[config.mk]
export PLATFORM = sky130hd
export DESIGN_NAME = pe_array_systolic
export DESIGN_NICKNAME = d
export VERILOG_FILES = /design/src/rtl/pe_array_systolic.sv
export SDC_FILE = /design/constraint.sdc
export NUM_CORES = 2
export LEC_CHECK = 0
export CAP_MARGIN = 20
export CORE_MARGIN = 5
export CORE_UTILIZATION = 42
export DETAILED_ROUTE_END_ITERATION = 16
export HOLD_SLACK_MARGIN = 0.06
export SLEW_MARGIN = 20
export SYNTH_ARGS = -nofsm -noshare
export SYNTH_HDL_FRONTEND = slang
export SYNTH_SLANG_ARGS = --single-unit
[constraint.sdc]
create_clock -name clk -period 7.6 [get_ports clk]
set_input_delay 1.52 -clock clk [delete_from_list [all_inputs] [get_ports clk]]
set_output_delay 1.52 -clock clk [all_outputs]
set_load 0.02 [all_outputs]
[src/rtl/pe_array_systolic.sv]
// ============================================================================
// Module      : pe_array_systolic
// Description : Output-stationary M x N systolic multiply-accumulate array.
//               A column vector A and a row vector B enter per beat; PE(i,j)
//               accumulates A[i]*B[j] over a tile in the latched precision
//               mode, the skew pipeline is flushed, then all M*N results
//               drain row-major over a valid/ready port.
//               Optional feature macro: PE_ARRAY_SATURATE_EN (clamping
//               accumulators instead of two's-complement wrap).
// Revision    : 1.0 - initial release
// ============================================================================
`default_nettype none

module pe_array_systolic #(
  parameter int M            = 2,
  parameter int N            = 2,
  parameter int INPUT_WIDTH  = 8,
  parameter int OUTPUT_WIDTH = 32
) (
  input  logic                      clk,
  input  logic                      rst_n,
  input  logic [M*INPUT_WIDTH-1:0]  a_in,
  input  logic [N*INPUT_WIDTH-1:0]  b_in,
  input  logic [1:0]                precision_mode,
  input  logic                      in_valid,
  input  logic                      in_last,
  output logic                      in_ready,
  output logic [OUTPUT_WIDTH-1:0]   out_data,
  output logic                      out_valid,
  output logic                      out_last,
  input  logic                      out_ready,
  output logic                      busy
);

  localparam int c_w         = INPUT_WIDTH;
  localparam int c_ow        = OUTPUT_WIDTH;
  localparam int c_h         = INPUT_WIDTH / 2;
  localparam int c_mn        = M * N;
  localparam int c_idxw      = (c_mn > 1) ? $clog2(c_mn) : 1;
  localparam int c_flush_len = M + N - 1;
  localparam int c_fcw       = $clog2(M + N);

  typedef enum logic [1:0] {
    IDLE    = 2'd0,
    COMPUTE = 2'd1,
    FLUSH   = 2'd2,
    DRAIN   = 2'd3
  } state_t;

  state_t              r_state;
  logic [1:0]          r_mode;
  logic [c_fcw-1:0]    r_flush_cnt;
  logic [c_idxw-1:0]   r_idx;
  logic [c_idxw-1:0]   w_idx_next;
  logic                w_accept;
  logic                w_start;

  // Operands and valid bits arriving at each PE, flattened as i*N+j
  logic [c_w-1:0]      w_pe_a  [c_mn];
  logic [c_w-1:0]      w_pe_b  [c_mn];
  logic                w_pe_av [c_mn];
  logic                w_pe_bv [c_mn];
  logic [c_ow-1:0]     w_acc   [c_mn];

  assign in_ready   = (r_state == IDLE) || (r_state == COMPUTE);
  assign busy       = (r_state != IDLE);
  assign w_accept   = in_valid && in_ready;
  assign w_start    = w_accept && (r_state == IDLE);
  assign w_idx_next = r_idx + 1'b1;

  // Product of one operand pair, already extended to accumulator width.
  // All arithmetic is done modulo 2^c_ow, which is exact because every
  // mode's true product fits in c_ow bits.
  function automatic logic [c_ow-1:0] pe_product(input logic [c_w-1:0] a,
                                                 input logic [c_w-1:0] b,
                                                 input logic [1:0]     mode);
    logic [c_ow-1:0] p;
    case (mode)
      2'b01:   p = c_ow'(a) * c_ow'(b);
      2'b10:   p = c_ow'($signed(a[c_w-1:c_h])) * c_ow'($signed(b[c_w-1:c_h]))
                 + c_ow'($signed(a[c_h-1:0]))   * c_ow'($signed(b[c_h-1:0]));
      default: p = c_ow'($signed(a)) * c_ow'($signed(b));
    endcase
    return p;
  endfunction

`ifdef PE_ARRAY_SATURATE_EN
  // Clamping add: unsigned clamps on carry-out, signed clamps when two
  // same-signed operands produce a result of the opposite sign.
  function automatic logic [c_ow-1:0] acc_sat(input logic [c_ow-1:0] acc,
                                              input logic [c_ow-1:0] prod,
                                              input logic            uns);
    logic [c_ow:0]   wide;
    logic [c_ow-1:0] sum;
    wide = {1'b0, acc} + {1'b0, prod};
    sum  = wide[c_ow-1:0];
    if (uns) begin
      return wide[c_ow] ? {c_ow{1'b1}} : sum;
    end
    if ((acc[c_ow-1] == prod[c_ow-1]) && (sum[c_ow-1] != acc[c_ow-1])) begin
      return acc[c_ow-1] ? {1'b1, {(c_ow-1){1'b0}}} : {1'b0, {(c_ow-1){1'b1}}};
    end
    return sum;
  endfunction
`endif

  // Tile control: accept beats, count down the skew flush, drain results
  always_ff @(posedge clk or negedge rst_n) begin
    if (!rst_n) begin
      r_state     <= IDLE;
      r_mode      <= 2'b00;
      r_flush_cnt <= '0;
      r_idx       <= '0;
      out_valid   <= 1'b0;
      out_last    <= 1'b0;
      out_data    <= '0;
    end else begin
      case (r_state)
        IDLE: begin
          if (w_accept) begin
            r_mode <= precision_mode;
            if (in_last) begin
              r_state     <= FLUSH;
              r_flush_cnt <= c_fcw'(c_flush_len);
            end else begin
              r_state <= COMPUTE;
            end
          end
        end
        COMPUTE: begin
          if (w_accept && in_last) begin
            r_state     <= FLUSH;
            r_flush_cnt <= c_fcw'(c_flush_len);
          end
        end
        FLUSH: begin
          if (r_flush_cnt == '0) begin
            r_state   <= DRAIN;
            r_idx     <= '0;
            out_valid <= 1'b1;
            out_data  <= w_acc[0];
            out_last  <= (c_mn == 1);
          end else begin
            r_flush_cnt <= r_flush_cnt - 1'b1;
          end
        end
        DRAIN: begin
          if (out_valid && out_ready) begin
            if (out_last) begin
              r_state   <= IDLE;
              out_valid <= 1'b0;
              out_last  <= 1'b0;
            end else begin
              r_idx    <= w_idx_next;
              out_data <= w_acc[w_idx_next];
              out_last <= (w_idx_next == c_idxw'(c_mn - 1));
            end
          end
        end
        default: r_state <= IDLE;
      endcase
    end
  end

  // Row i of A: i cycles of skew, then one hop per PE moving right
  for (genvar gi = 0; gi < M; gi++) begin : g_arow
    localparam int c_len = gi + N;
    logic [c_w-1:0] r_sr [c_len];
    logic           r_sv [c_len];

    // Shift A data and valid along the row each cycle
    always_ff @(posedge clk or negedge rst_n) begin
      if (!rst_n) begin
        for (int k = 0; k < c_len; k++) begin
          r_sr[k] <= '0;
          r_sv[k] <= 1'b0;
        end
      end else begin
        r_sv[0] <= w_accept;
        if (w_accept) r_sr[0] <= a_in[gi*c_w +: c_w];
        for (int k = 1; k < c_len; k++) begin
          r_sr[k] <= r_sr[k-1];
          r_sv[k] <= r_sv[k-1];
        end
      end
    end

    for (genvar gj = 0; gj < N; gj++) begin : g_tap
      assign w_pe_a[gi*N+gj]  = r_sr[gi+gj];
      assign w_pe_av[gi*N+gj] = r_sv[gi+gj];
    end
  end

  // Column j of B: j cycles of skew, then one hop per PE moving down
  for (genvar gj = 0; gj < N; gj++) begin : g_bcol
    localparam int c_len = gj + M;
    logic [c_w-1:0] r_sr [c_len];
    logic           r_sv [c_len];

    // Shift B data and valid down the column each cycle
    always_ff @(posedge clk or negedge rst_n) begin
      if (!rst_n) begin
        for (int k = 0; k < c_len; k++) begin
          r_sr[k] <= '0;
          r_sv[k] <= 1'b0;
        end
      end else begin
        r_sv[0] <= w_accept;
        if (w_accept) r_sr[0] <= b_in[gj*c_w +: c_w];
        for (int k = 1; k < c_len; k++) begin
          r_sr[k] <= r_sr[k-1];
          r_sv[k] <= r_sv[k-1];
        end
      end
    end

    for (genvar gi = 0; gi < M; gi++) begin : g_tap
      assign w_pe_b[gi*N+gj]  = r_sr[gi+gj];
      assign w_pe_bv[gi*N+gj] = r_sv[gi+gj];
    end
  end

  // Processing elements: one accumulator each
  for (genvar gi = 0; gi < M; gi++) begin : g_pe_row
    for (genvar gj = 0; gj < N; gj++) begin : g_pe_col
      localparam int c_k = gi * N + gj;
      logic [c_ow-1:0] r_acc;
      logic [c_ow-1:0] w_prod;
      logic [c_ow-1:0] w_sum;

      // Next accumulator value for the operand pair currently at this PE
      always_comb begin
        w_prod = pe_product(w_pe_a[c_k], w_pe_b[c_k], r_mode);
`ifdef PE_ARRAY_SATURATE_EN
        w_sum  = acc_sat(r_acc, w_prod, (r_mode == 2'b01));
`else
        w_sum  = r_acc + w_prod;
`endif
      end

      // Clear at tile start, accumulate only on valid operand slots
      always_ff @(posedge clk or negedge rst_n) begin
        if (!rst_n) begin
          r_acc <= '0;
        end else if (w_start) begin
          r_acc <= '0;
        end else if (w_pe_av[c_k] && w_pe_bv[c_k]) begin
          r_acc <= w_sum;
        end
      end

      assign w_acc[c_k] = r_acc;
    end
  end

endmodule

`default_nettype wire
==> summary.txt <==
Drt
  • Vias per inst: 5.203
  • Initial drt markers: ~1800
  • Drt wl/cell: 18.49 um
  • Drt pass-1 iters: 5
  • Final WL: 105.4 mm
  • DRT antenna net count: 0
  • DRC Markers: 0
  • DR vias: 29660

Setup path
  • CP Launch Point: g_bcol[0].r_sr[12]
  • CP max FO: 9
  • Setup crit end: g_pe_row[0].g_pe_col[0].r_acc[25]
  • R2R Path End: g_pe_row[0].g_pe_col[0].r_acc[25]
  • Worst r2r src: g_bcol[0].r_sr[12]
  • Slowest CP cell: dfrtp_1
  • Critical Path Most Common Cell: fa_1
  • Crit. End Element: flip-flop
  • Worst r2r path cells: 29
  • R2R Setup Slk: 0.36 ns
  • Startpoint Class: flip-flop
  • WP data arrival: just under 8 ns
  • Slowest cell delay on critical path: 0.59 ns
  • Critical path class: flip-flop to flip-flop
  • Crit path required time: 8.07 ns

Yosys
  • Post-Syn Area per Cell: 8.934 um^2
  • Synthesized net count: 5282
  • EDFF count, synth: 0
  • Post-synthesis mux area share: 3.988%
  • Seq/Total Area, Yosys: 16.41%
  • Post-synth ARST share: 100.0%
  • Synth Area in Compound Gates: 13.78%
  • Simple-gate share of the synthesized area: 11.49%
  • Mapped cell area: 38590 um^2
  • Yosys reg bits: between 200 and 300
  • Synth cell types: 92
  • Top_reg_cell synth: dfrtp_1
  • Xor/xnor share of the synthesized area: 5.697%
  • Mapped Cells: around 4300
  • Ys Warns: 0
  • Post-synthesis adder-cell area fraction: 39.07%
  • Largest family of logic cells by synthesized area: adder cells

Timing
  • Slew Limit Headroom: 33.59%
  • Skew final: around 0.05 ns
  • Period minus WS final: 7.239 ns
  • Actual slew at the worst max-slew pin: 0.9961 ns
  • RSZ-0062 raised after global routing: true
  • Setup violation total in the final timing report: 0
  • Max-slew violation count: 0
  • Setup WS post-layout: 0.3613 ns
  • Fmax: around 140 MHz
  • Final Hold Viols: 0
  • Final period util: a little over nine tenths

Floorplan
  • Cell Rows: 111
  • Die ar.: a little under 100000 um^2
  • Core Box Area: approximately 91000 um^2
  • Chip height: 313.1 um
  • Starting Density: ~42%
  • Width of the die: 313.1 um
  • I/O pins: 75

Place
  • Port Buf Inserts: 74
  • GPL Wtd Cong: 0.8952
  • Cell Count Post-Placement: roughly 5600
  • Dpl hpwl: approximately 86 mm
  • Place WS: 0.1043 ns

Outcome
  • Status: complete, no violations

CTS
  • Clock root buffer: clkbuf_16
  • Register clock-pin slew on the reported worst setup and hold paths: about 0.060 ns
  • Sink Count: around 250
  • TritonCTS clock tree: built
  • Htree depth: 2
  • Worst-case clock buffer depth: 3
  • Num CTS Buffers: 37
  • Clk_lat worst skew: 0.61 ns

Global routing
  • First-pass GRT wire length: roughly 170 mm
  • All-Layer GR Usage: a little over a fifth
  • Gr ovfl total: 0
  • Antenna violations before repair: 1
  • Largest net degree at the start of global routing: around 120
  • Vias in the first global route: 31080

Layout
  • Highest-count cells in the layout ignoring fill and taps: inv_1, fa_1, ha_1
  • Layout area overhead: 12.21%
  • Post-Layout Cell Count: 5700
  • Ant diodes: 0
  • Most common cell after layout, fill and taps aside: inv_1
  • Final Util: 47.38%
  • Final nets: 5448
  • Share of layout cells above drive strength 1: 9.349%

Flow run
  • Total of max-cap violations: 0

Min path
  • HP Class: flip-flop to flip-flop
[metrics by stage]
| stage | hold slack, ns | cell area [um^2] | TNS [ns] |
|---|---|---|---|
| 6_report | 0.3718 | 43300 | 0 |
| 5_1_grt | 0.3868 | 43300 | -0.01187 |
| 4_1_cts | 0.3717 | 43040 | 0 |
| 3_5_place_dp | 0.3575 | 41690 | 0 |
| 3_3_place_gp | 0.3549 | 41690 | 0 |
| 2_1_floorplan | 0.3486 | 38590 | 0 |
[final cells by class]
cell class | instances | area, um^2
clock buffers | 51 | 1079
clock inverters | 17 | 275.3
fillers | 8784 | 48090
inverters | 863 | 3239
multi-input cells | 3083 | 28770
flip-flops and latches | 253 | 6375
well taps | 1186 | 1484
repair buffers | 247 | 2082
[sequential cells by signal, indices dropped and copies added, names as in the netlist]
signal / flops
g_pe_row.g_pe_col.r_acc: 128
g_arow.r_sr: 40
g_bcol.r_sr: 40
out_data: 32
g_bcol.r_sv: 3
r_flush_cnt: 2
r_idx: 2
r_mode: 2
r_state: 2
out_last: 1
out_valid: 1
[worst min path at each step]
stage,startpoint,endpoint,slack [ns],cells after the start
floorplan,g_arow[1].r_sr[18],g_arow[1].r_sr[10],0.35,0
global placement,g_bcol[1].r_sr[21],g_bcol[1].r_sr[13],0.35,0
detailed placement,g_arow[1].r_sr[17],g_arow[1].r_sr[9],0.36,0
CTS,g_arow[1].r_sr[22],g_arow[1].r_sr[14],0.37,0
global route,g_arow[1].r_sr[22],g_arow[1].r_sr[14],0.39,0
finish,g_bcol[1].r_sr[20],g_bcol[1].r_sr[12],0.37,0
[Yosys cell counts, types with 18 or more instances]
cell | instances | area, um^2
inv_1 | 861 | 3232
fa_1 | 468 | 9369
ha_1 | 456 | 5705
nand2_1 | 327 | 1227
a21oi_1 | 266 | 1331
dfrtp_1 | 253 | 6331
nor2_1 | 204 | 765.7
xnor2_1 | 182 | 1594
o21ai_0 | 174 | 870.8
and2_1 | 143 | 894.6
clkbuf_1 | 100 | 375.4
mux2i_1 | 75 | 750.7
a21o_1 | 72 | 540.5
mux2_2 | 70 | 788.3
xor2_1 | 69 | 604.3
nand2b_1 | 59 | 369.1
o21a_1 | 44 | 330.3
nor2b_1 | 43 | 269.0
nor3_1 | 41 | 205.2
o22ai_1 | 40 | 250.2
a211oi_1 | 38 | 285.3
nand3_1 | 30 | 150.1
o21bai_1 | 25 | 187.7
a31oi_1 | 24 | 150.1
buf_1 | 18 | 67.56
[layer usage]
layer	wire length, um	vias to the layer above	global-route usage (%)
met2	49680	577	36.67
li1	-	14370	-
met3	4440	126	2.440
met5	0	-	0
met4	2727	0	5.411
met1	48520	14590	30.29
[critical path, delay by kind of cell (launching register included)]
kind	cells	cell delay, ns
xor+xnor	2	0.37
mux	1	0.16
flops	1	0.59
compound gates	13	2.59
fa+ha+maj	6	2.61
simple gates	3	0.42
buf+inv	4	0.38
[logic make-up (layout without fill, tap and decap cells)]
| kind of cell | Yosys count | in the layout |
|---|---|---|
| buffers and inverters | 983 | 1178 |
| and+or+nand+nor | 927 | 927 |
| adders and majority gates | 924 | 924 |
| AOI/OAI and AO/OA | 836 | 836 |
| DFF | 253 | 253 |
| xor gates and xnor gates | 251 | 251 |
| muxes | 145 | 145 |
[repair_timing]
action / in CTS / in global routing
setup endpoints to repair: 0 / 32
hold buffers: 0 / 0
buffers inserted: 0 / 4
gates resized for setup: 0 / 75
Power is not shown: default switching activity piles up to over one toggle a cycle in this logic, so the estimate is an artifact.
